[config.mk]
export PLATFORM = sky130hd
export DESIGN_NAME = alu_issue
export DESIGN_NICKNAME = d
export VERILOG_FILES = /design/src/rtl/simple_processor_pkg.sv /design/src/rtl/alu_issue.sv
export SDC_FILE = /design/constraint.sdc
export NUM_CORES = 1
export LEC_CHECK = 0
export BUFFER_PORTS_ARGS = -buffer_cell sky130_fd_sc_hd__buf_2
export CELL_PAD_IN_SITES_DETAIL_PLACEMENT = 0
export CELL_PAD_IN_SITES_GLOBAL_PLACEMENT = 1
export CORE_MARGIN = 8
export CORE_UTILIZATION = 30
export CTS_BUF_LIST = sky130_fd_sc_hd__clkbuf_8
export CTS_CLUSTER_DIAMETER = 40
export DETAILED_ROUTE_END_ITERATION = 8
export HOLD_SLACK_MARGIN = 0.08
export PLACE_DENSITY_LB_ADDON = 0.1
export SLEW_MARGIN = 30
export SYNTH_ARGS = -nofsm -noshare
export SYNTH_HDL_FRONTEND = slang
export SYNTH_SLANG_ARGS = --single-unit
export TNS_END_PERCENT = 1
[constraint.sdc]
create_clock -name clk_i -period 1.35 [get_ports clk_i]
set_input_delay 0.3375 -clock clk_i [delete_from_list [all_inputs] [get_ports clk_i]]
set_output_delay 0.3375 -clock clk_i [all_outputs]
set_load 0.02 [all_outputs]
[src/rtl/simple_processor_pkg.sv]
// Shared types for the simple processor: ALU function codes, instruction field positions, issue FSM states.
package simple_processor_pkg;

  localparam int DATA_WIDTH = 32;
  localparam int REG_ADDR_W = 3;
  localparam int INSTR_W    = 16;
  localparam int IMM_W      = 6;

  localparam int FUNC_MSB = 15;
  localparam int FUNC_LSB = 12;
  localparam int RD_MSB   = 11;
  localparam int RD_LSB   = 9;
  localparam int RS1_MSB  = 8;
  localparam int RS1_LSB  = 6;
  localparam int RS2_MSB  = 5;
  localparam int RS2_LSB  = 3;
  localparam int IMM_MSB  = 5;
  localparam int IMM_LSB  = 0;

  // Codes outside this set are reserved.
  typedef enum logic [3:0] {
    ADD  = 4'h0,
    SUB  = 4'h1,
    ADDI = 4'h2
  } func_t;

  typedef enum logic [1:0] {
    IDLE = 2'd0,
    READ = 2'd1,
    EXEC = 2'd2,
    WB   = 2'd3
  } issue_state_t;

  function automatic logic func_is_legal(input logic [3:0] f);
    return (f == ADD) || (f == SUB) || (f == ADDI);
  endfunction

endpackage

[src/rtl/alu_issue.sv]
// ALU issue FSM: accepts one instruction per 4 cycles (write-back 3 cycles after handshake), ready only in IDLE.
// ALU_ISSUE_ILLEGAL_EN: reserved funcs raise err_o in WB and suppress the RF write.
module alu_issue
  import simple_processor_pkg::*;
(
  input  logic                  clk_i,
  input  logic                  arst_ni,
  input  logic                  instr_valid_i,
  input  logic [INSTR_W-1:0]    instr_i,
  output logic                  instr_ready_o,
  output logic [REG_ADDR_W-1:0] rf_raddr1_o,
  output logic [REG_ADDR_W-1:0] rf_raddr2_o,
  input  logic [DATA_WIDTH-1:0] rf_rdata1_i,
  input  logic [DATA_WIDTH-1:0] rf_rdata2_i,
  output logic [DATA_WIDTH-1:0] rs1_data_o,
  output logic [DATA_WIDTH-1:0] rs2_data_o,
  output func_t                 func_o,
  output logic [IMM_W-1:0]      imm_o,
  input  logic [DATA_WIDTH-1:0] alu_result_i,
  output logic                  rf_we_o,
  output logic [REG_ADDR_W-1:0] rf_waddr_o,
  output logic [DATA_WIDTH-1:0] rf_wdata_o,
  output logic                  done_o,
  output logic                  err_o
);

  issue_state_t          r_state;
  issue_state_t          w_state_nxt;
  logic [INSTR_W-1:0]    r_instr;
  logic [DATA_WIDTH-1:0] r_rs1;
  logic [DATA_WIDTH-1:0] r_rs2;
  func_t                 r_func;
  logic [IMM_W-1:0]      r_imm;
  logic                  w_accept;
  logic                  w_wb;
  logic                  w_rd_nz;

  assign w_accept = instr_valid_i && (r_state == IDLE);

  always_ff @(posedge clk_i or negedge arst_ni) begin
    if (!arst_ni) begin
      r_state <= IDLE;
    end else begin
      r_state <= w_state_nxt;
    end
  end

  always_comb begin
    w_state_nxt = r_state;
    case (r_state)
      IDLE:    if (w_accept) w_state_nxt = READ;
      READ:    w_state_nxt = EXEC;
      EXEC:    w_state_nxt = WB;
      WB:      w_state_nxt = IDLE;
      default: w_state_nxt = IDLE;
    endcase
  end

  always_ff @(posedge clk_i or negedge arst_ni) begin
    if (!arst_ni) begin
      r_instr <= '0;
      r_rs1   <= '0;
      r_rs2   <= '0;
      r_func  <= ADD;
      r_imm   <= '0;
    end else begin
      if (w_accept) begin
        r_instr <= instr_i;
      end
      // RF read data arrives during EXEC; operands then stay frozen through WB.
      if (r_state == EXEC) begin
        r_rs1  <= rf_rdata1_i;
        r_rs2  <= rf_rdata2_i;
        r_func <= func_t'(r_instr[FUNC_MSB:FUNC_LSB]);
        r_imm  <= r_instr[IMM_MSB:IMM_LSB];
      end
    end
  end

  assign w_wb    = (r_state == WB);
  assign w_rd_nz = (r_instr[RD_MSB:RD_LSB] != '0);

`ifdef ALU_ISSUE_ILLEGAL_EN
  logic w_illegal;
  assign w_illegal = !func_is_legal(r_instr[FUNC_MSB:FUNC_LSB]);
  assign rf_we_o   = w_wb && w_rd_nz && !w_illegal;
  assign err_o     = w_wb && w_illegal;
`else
  assign rf_we_o   = w_wb && w_rd_nz;
  assign err_o     = 1'b0;
`endif

  assign instr_ready_o = (r_state == IDLE);
  assign rf_raddr1_o   = r_instr[RS1_MSB:RS1_LSB];
  assign rf_raddr2_o   = r_instr[RS2_MSB:RS2_LSB];
  assign rs1_data_o    = r_rs1;
  assign rs2_data_o    = r_rs2;
  assign func_o        = r_func;
  assign imm_o         = r_imm;
  assign rf_waddr_o    = r_instr[RD_MSB:RD_LSB];
  assign rf_wdata_o    = alu_result_i;
  assign done_o        = w_wb;

endmodule

# Word level (Yosys, flattened, before mapping)
# Index checks and enable logic that the tools add are counted.
dict set report word_totals {
  elab_cells 16
  inputBits 115
  register_bits 92
}
dict set report classes {
  n_eq_ne 4
  n_reduce_logical 4
  n_mux 2
}
# op n
set op_table {}
lappend op_table {{one-hot mux 2 bit (4 select lines)} 1}
lappend op_table {{equality test 2 bit, second input constant} 2}
lappend op_table {{nonzero test 3 bit} 1}
lappend op_table {{equality test 2 x 1 -> 1 bit, second input constant} 1}
lappend op_table {{logical AND 1 bit} 2}
lappend op_table {{logical NOT 2 bit} 1}
lappend op_table {{two-way mux 2 bit} 1}
lappend op_table {{!= test 2 x 1 -> 1 bit, second input constant} 1}

# Longest topological paths before layout
# Gate-level depths: netlist (run 1).
dict set report depth {
  word_depth 4
  ltp_mapped 6
  ltp_nobuf 4
}

# Worst setup path before layout (run 1)
# No wires, ideal clock.
dict set report synth_timing {
  kind {register -> register}
  from {reg r_state[0]}
  to {reg r_instr[0]}
  setup_ns 0.125
  t_arrival_ns 1.396
  path_slack_ns -0.171
  required_ns 1.225
  stages_incl_launch_ff 6
  path_cell_list {dfrtp_1 -> inv_1 -> ha_1 -> nand2_4 -> buf_6 -> mux2_4}
}
dict set report synth_between {
  elab_chain_cells 2
}
# element line_no
set synth_lines {}
lappend synth_lines {{start: declaration} alu_issue.sv:27} ;# issue_state_t r_state;
lappend synth_lines {{start signal: assignment} alu_issue.sv:44} ;# r_state <= w_state_nxt;
lappend synth_lines {{logical NOT 2 bit} --}
lappend synth_lines {{net instr_ready_o} alu_issue.sv:10} ;# output logic instr_ready_o,
lappend synth_lines {{logical AND 1 bit} alu_issue.sv:38} ;# assign w_accept = instr_valid_i && (r_state == IDLE);
lappend synth_lines {{end signal: assignment} alu_issue.sv:68} ;# r_instr <= instr_i;
lappend synth_lines {{end: declaration} alu_issue.sv:29} ;# logic [INSTR_W-1:0] r_instr;
# The timed path passes the listed nets, and every way through them passes these cells.
# A chain may end at the register's enable or synchronous reset.

# Worst setup path in the final report (run 1)
dict set report layout_timing {
  from {reg r_state[1]}
  to {out rf_we_o}
}
dict set report layout_between {
  elab_chain_cells 2
}
# element line_no
set layout_lines {}
lappend layout_lines {{equality test 2 bit} alu_issue.sv:80} ;# assign w_wb = (r_state == WB);
lappend layout_lines {{logical AND 1 bit} alu_issue.sv:89} ;# assign rf_we_o = w_wb && w_rd_nz;
lappend layout_lines {{end: declaration} alu_issue.sv:20} ;# output logic rf_we_o,
# Every way passes these cells.

==> summary.txt, run 1 <==
Outcome
  – Status: finished with violations
  – Failing checks: negative setup slack

Floorplanning
  – Initial core utilization: 30.65%
  – Row Count: 41
  – IO Count: approximately 230
  – Die Wd: 129.3 um
  – Full die area: 16720 um^2
  – Die Span Y: approximately 130 um
  – Core box area: around 13000 um^2

Critical path
  – FF-to-FF setup slack: -50 ps
  – Worst reg-to-reg path cell count: 4
  – Req. time, crit path: approximately 1000 ps
  – R2R Path End: rs2_data_o[8]
  – Startpoint Class: register
  – Crit Path Category: reg -> out
  – CP Capture Type: output pin
  – Crit-path max FO: 3
  – Crit path DAT: 1300 ps
  – Worst setup path end: rf_we_o
  – Critical R2R Launch: r_state[1]
  – Worst Setup SP: r_state[1]

Placement
  – PortBufs: roughly 170
  – Dpl ws: -52.58 ps
  – Routability Congestion: 0.6974
  – DP Wirelength: between 6000 and 7000 um

Power
  – VDD IR max: approximately 1.1 mV
  – PD cells: roughly 2700 nW/um^2
  – Leakage: approximately 0.0024 uW

Final layout
  – Util after Layout: between 30% and 40%
  – Layout Nets: between 500 and 600
  – Fillers: 1226
  – Area Growth Syn to Fin: 26.31%
  – # diodes: 0
  – Commonest non-fill, non-tap cell in the layout: buf_2
  – Layout cell share with drive strength beyond 1: roughly three quarters
  – Most frequent cells in the layout: 165 x buf_2, 92 x dfrtp_1, 78 x mux2_2, 13 x mux2_4, 10 x clkbuf_8

Global route
  – First-pass GRT wire length: 13920 um
  – Vias in the first global route: roughly 2600
  – Total global routing overflow: 0
  – All-Layer GR Usage: between 10% and 20%
  – Initial antenna violation count: 1
  – Largest net degree at the start of global routing: 70

Clock network
  – H-tree depth: 3
  – Clk root buf: clkbuf_8
  – Max clock buf depth: 2
  – Clk sinks: between 90 and 100
  – Total CTS buffers: 9
  – Worst skew pair latency: approximately 360 ps
  – CTS tree: yes
  – Clock Pin Slew Worst Setup and Hold Paths: 90 ps

Routing
  – Mean routed wirelength per cell: approximately 16 um
  – DR vias: ~2400
  – Pre-antenna DRT Iters: 4
  – Via density: ~4.2
  – Initial drt markers: 76
  – Drt total wl: 9128 um
  – Drt drc: 0
  – Final ANT Viol Nets: 0

Logic synthesis
  – Sequential area share after synthesis: 59.76%
  – Syn Nets: roughly 360
  – Syn avg cell area: 15.66 um^2
  – Area share of the largest cell type after synthesis: roughly 60%
  – Synth warnings: 0
  – Netlist cell types: 14
  – Cell count after synthesis: 246
  – Yosys top cell by area: dfrtp_1
  – Synthesized cell area: around 3900 um^2
  – Yosys reg bits: 92
  – Dominant cells by area after synthesis: dfrtp_1 60%, mux2_2 24%, buf_4 8.4%

Min path
  – Worst hold-check path type: in -> reg

STA
  – Slew Limit Fails: 0
  – Setup ws final: -288.2 ps
  – Final period util: 121.3%
  – F_max: 610.4 MHz
  – Final setup violation count: roughly 70
  – Fin crit period: around 1600 ps
  – RSZ-0062 raised after global routing: yes
  – Hold Vio Cnt, Final: 0
  – Final Skew: around 8.8 ps
  – Aggregate negative setup slack: -2757 ps

Run
  – Max Cap Violations: 0
state kept, by name, indices dropped and copies added, names as in the netlist:
register and cells:
rs1_data_o 32, r_instr 16, r_state 2, imm_o 6, rs2_data_o 32, func_o 4
where the power goes:
group,switching (uW),internal [uW],total (uW),leakage [uW]
Combinational,3580,3200,6770,0.00119
Sequential,653,4200,4850,0.00108
Clock,926,688,1610,0.000101
synthesized netlist by cell type, drive strengths merged:
cell type / number
conb: 1
mux2: 91
nor2: 2
buf: 51
dfrtp: 92
nand2b: 1
a21oi: 1
inv: 2
ha: 3
nand2: 1
o31a: 1
worst min path at each step:
stage | start | to | cells past startpoint
after global placement | arst_ni | rs2_data_o[26] | 2
after detailed placement | arst_ni | rs1_data_o[0] | 2
after global routing | rf_rdata1_i[0] | rs1_data_o[0] | 2
after floorplan | arst_ni | func_o[0] | 0
after CTS | rf_rdata1_i[26] | rs1_data_o[26] | 2
final | rf_rdata1_i[27] | rs1_data_o[27] | 2
per-stage QoR:
| stage | total power [uW] | hold slack [ps] | instance area [um^2] | cells |
|---|---|---|---|---|
| 4_1_cts | 13500 | 164.0 | 4858 | 561 |
| 3_5_place_dp | 11610 | 376.8 | 4623 | 543 |
| 3_3_place_gp | 11520 | 384.0 | 4623 | 543 |
| 6_report | 13240 | 198.0 | 4866 | 561 |
| 5_1_grt | 14160 | 171.0 | 4866 | 561 |
| 2_1_floorplan | 9715 | 41.91 | 3855 | 246 |
critical path: stages, from the launching register on:
cell and delay, ps:
dfrtp_1 420, buf_6 140, ha_4 150, o31a_1 110
buf_6 130
area by class of cell:
cell class              count  area, um^2  share of cell area, %
clock buffers              10       137.6                  2.828
clock inverters             6       25.02                 0.5143
inverters                   2       7.507                 0.1543
multi-input cells         101        1200                  24.66
flip-flops and latches     92        2302                  47.31
well taps                 172       215.2                  4.423
repair buffers            178       978.4                  20.11
cells by family (layout without fill, tap and decap cells):
family	Yosys count	in the layout	synth area share, %
and+or+nand+nor	4	4	0.6497
buffers and inverters	53	196	10.59
other	1	1	0.09734
muxes	91	91	27.57
adders and majority gates	3	3	0.9744
DFF	92	92	59.76
AOI/OAI and AO/OA	2	2	0.3572
layer usage:
metal  GRT usage [%]  vias up  wire, um
met5               0        -        13
met4           6.704        2       209
met2           15.99      124      3998
met1           12.88     1143      3769
li1                -     1068         -
met3           5.341       18      1137
what timing repair did:
action,CTS,global route
endpoints found under the setup margin,84,78
buffers inserted,1,0
gates resized for setup,13,2
pin swaps,1,1
hold endpoints to repair,92,0
hold buffers,1,0
Power figures use the tool's default switching activity.
==> inputs of run 2 (changes only) <==
--- a/config.mk
+++ b/config.mk
@@ -9,7 +9,7 @@
 export CELL_PAD_IN_SITES_DETAIL_PLACEMENT = 0
 export CELL_PAD_IN_SITES_GLOBAL_PLACEMENT = 1
 export CORE_MARGIN = 8
-export CORE_UTILIZATION = 30
+export CORE_UTILIZATION = 31
 export CTS_BUF_LIST = sky130_fd_sc_hd__clkbuf_8
 export CTS_CLUSTER_DIAMETER = 40
 export DETAILED_ROUTE_END_ITERATION = 8
==> run 2 against run 1 <==
Compared with the run above: the flow still finishes with violations (negative setup slack); non-clock buffer count up 2; register-to-register slack about the same; cell area increased by 1.9%; count of clock-buffer cells in the layout is the same; setup slack worse by 8.0 ps; highest routed layer is now met4; first-iteration DRC count fell by 9.2%; sequential cell count unchanged; sequential share of layout area is 0.87 points lower.
==> summary.txt, run 2 (synthesis results as in run 1) <==
Clock network
  – H-tree depth: 3 (unchanged)
  – Max clock buf depth: 2 (unchanged)
  – CTS tree: yes (unchanged)
  – Clk sinks: 92 (unchanged)
  – Total CTS buffers: 9 (unchanged)
  – Worst skew pair latency: 370 ps (was 360 ps)
  – Clock Pin Slew Worst Setup and Hold Paths: 90 ps (about the same)
  – Clk root buf: clkbuf_8 (unchanged)

Critical path
  – CP Capture Type: output pin (unchanged)
  – Crit path DAT: 1310 ps (was 1300 ps)
  – Req. time, crit path: 1010 ps (about the same)
  – Crit-path max FO: 3 (unchanged)
  – Crit Path Category: reg -> out (unchanged)
  – Startpoint Class: register (unchanged)

Global route
  – First-pass GRT wire length: 14190 um (was 13920 um)
  – Largest net degree at the start of global routing: 38 (was 70)
  – Initial antenna violation count: 0 (was 1)
  – All-Layer GR Usage: 11.30% (was 11.02%)
  – Total global routing overflow: 0 (unchanged)
  – Vias in the first global route: 2525 (was 2551)

Floorplanning
  – Die Wd: 127.5 um (was 129.3 um)
  – Full die area: 16250 um^2 (was 16720 um^2)
  – IO Count: 234 (unchanged)
  – Die Span Y: 127.5 um (was 129.3 um)
  – Initial core utilization: 31.94% (was 30.65%)
  – Core box area: 12060 um^2 (was 12570 um^2)
  – Row Count: 40 (was 41)

Final layout
  – Layout cell share with drive strength beyond 1: 74.68% (was 73.52%)
  – Area of the multi-input gates: 1214 um^2 (was 1200 um^2)
  – Area Growth Syn to Fin: 28.68% (was 26.31%)
  – Commonest non-fill, non-tap cell in the layout: buf_2 (unchanged)
  – # diodes: 0 (unchanged)
  – Layout Nets: 504 (was 502)
  – Sequential Area: 2302 um^2 (unchanged)
  – Most frequent cells in the layout: 163 x buf_2, 92 x dfrtp_1, 72 x mux2_2, 19 x mux2_4, 10 x clkbuf_8 (was 165 x buf_2, 92 x dfrtp_1, 78 x mux2_2, 13 x mux2_4, 10 x clkbuf_8)
  – Fillers: 1158 (was 1226)
  – Finished Layout Cells: 559 (was 561)

Routing
  – Initial drt markers: 69 (was 76)
  – DR vias: 2368 (was 2355)
  – Via density: 4.236 (was 4.198)
  – Final ANT Viol Nets: 0 (unchanged)
  – Drt drc: 0 (unchanged)
  – Drt total wl: 9024 um (was 9128 um)
  – Pre-antenna DRT Iters: 4 (unchanged)
  – Mean routed wirelength per cell: 16.14 um (was 16.27 um)

STA
  – Hold Vio Cnt, Final: 0 (unchanged)
  – Fin crit period: 1646 ps (was 1638 ps)
  – Slew Limit Fails: 0 (unchanged)
  – Final period util: 121.9% (was 121.3%)
  – RSZ-0062 raised after global routing: yes (unchanged)
  – F_max: 607.5 MHz (was 610.4 MHz)
  – Final Skew: 10.21 ps (was 8.824 ps)
  – Final setup violation count: 71 (was 68)
  – Setup ws final: -296.2 ps (was -288.2 ps)
  – Aggregate negative setup slack: -3441 ps (was -2757 ps)

Run
  – Max Cap Violations: 0 (unchanged)

Placement
  – DP Wirelength: 6794 um (was 6726 um)
  – Placed cells: 541 (was 543)
  – Routability Congestion: 0.6963 (was 0.6974)
  – PortBufs: 168 (unchanged)

Outcome
  – Failing checks: negative setup slack (unchanged)
  – Status: finished with violations (unchanged)

Power
  – Overall power: 13660 uW (was 13240 uW)
  – Leakage: 0.002415 uW (was 0.002370 uW)
  – VDD IR max: 1.023 mV (was 1.119 mV)
  – PD cells: 2756 nW/um^2 (was 2721 nW/um^2)

Min path
  – Worst hold-check path type: in -> reg (unchanged)
-- run 2: cell count changes in the layout (fill, tap and decap cells not counted), moves of 2 or more --
cell and change:
buf_2 -2, buf_6 +3, clkinvlp_4 +2, inv_1 -4, mux2_2 -6, mux2_4 +6
-- run 2: worst max-delay path, cell delays in order (launching register included) --
cell,delay (ps)
dfrtp_1,420
buf_6,130
ha_4,150
o31a_1,100
buf_6,130
-- run 2: area by class of cell --
class                           instances  area share (%)
Clock buffer                           10           2.776
Clock inverter                          6           1.287
Inverter                                2          0.1514
Multi-Input combinational cell        101           24.48
Sequential cell                        92           46.44
Tap cell                              168           4.240
Timing Repair Buffer                  180           20.62
-- run 2: repair_timing --
action | in CTS | in global routing
endpoints found under the hold margin | 15 | 0
setup endpoints to repair | 89 | 96
gates resized for setup | 18 | 7
hold buffers | 1 | 0
pin swaps | 1 | 0
buffers inserted | 1 | 0
-- run 2: worst paths after layout --
kind | start | end | slack, ps | cells after the start
worst max-delay path | r_state[1] | rf_we_o | -300 | 4
worst min-delay path | rf_rdata1_i[11] | rs1_data_o[11] | 190 | 2
worst max register to register | r_state[0] | rs1_data_o[5] | -60 | 4
worst min register to register | r_instr[12] | func_o[0] | 500 | 1
max in group asynchronous | arst_ni | rs2_data_o[7] | 480 | 3
min in group asynchronous | arst_ni | rs2_data_o[14] | 380 | 2
-- run 2: metal layers --
layer | wire [um] | track usage [%] | part of all wire [%]
met5 | 0 | 0 | 0
met4 | 99 | 3.569 | 1.1
met3 | 1208 | 7.113 | 13
met2 | 3801 | 15.70 | 42
met1 | 3914 | 13.97 | 43
-- run 2: report_power, final --
group          switching (uW)  internal (uW)  total, uW
sequential                687           4200       4890
clock                     996            902       1900
combinational            3550           3320       6880
total                    5240           8430      13700
-- run 2: per-stage QoR --
stage	instance area, um^2	worst slack, ps	utilization (%)	hold WS (ps)
global route	4957	-380.3	41.10	150.3
finish	4957	-296.2	41.10	188.4
detailed placement	4646	-52.70	38.52	236.9
global placement	4646	-25.01	38.52	236.6
floorplan	3855	-65.63	-	41.91
CTS	4933	-330.7	40.90	156.8
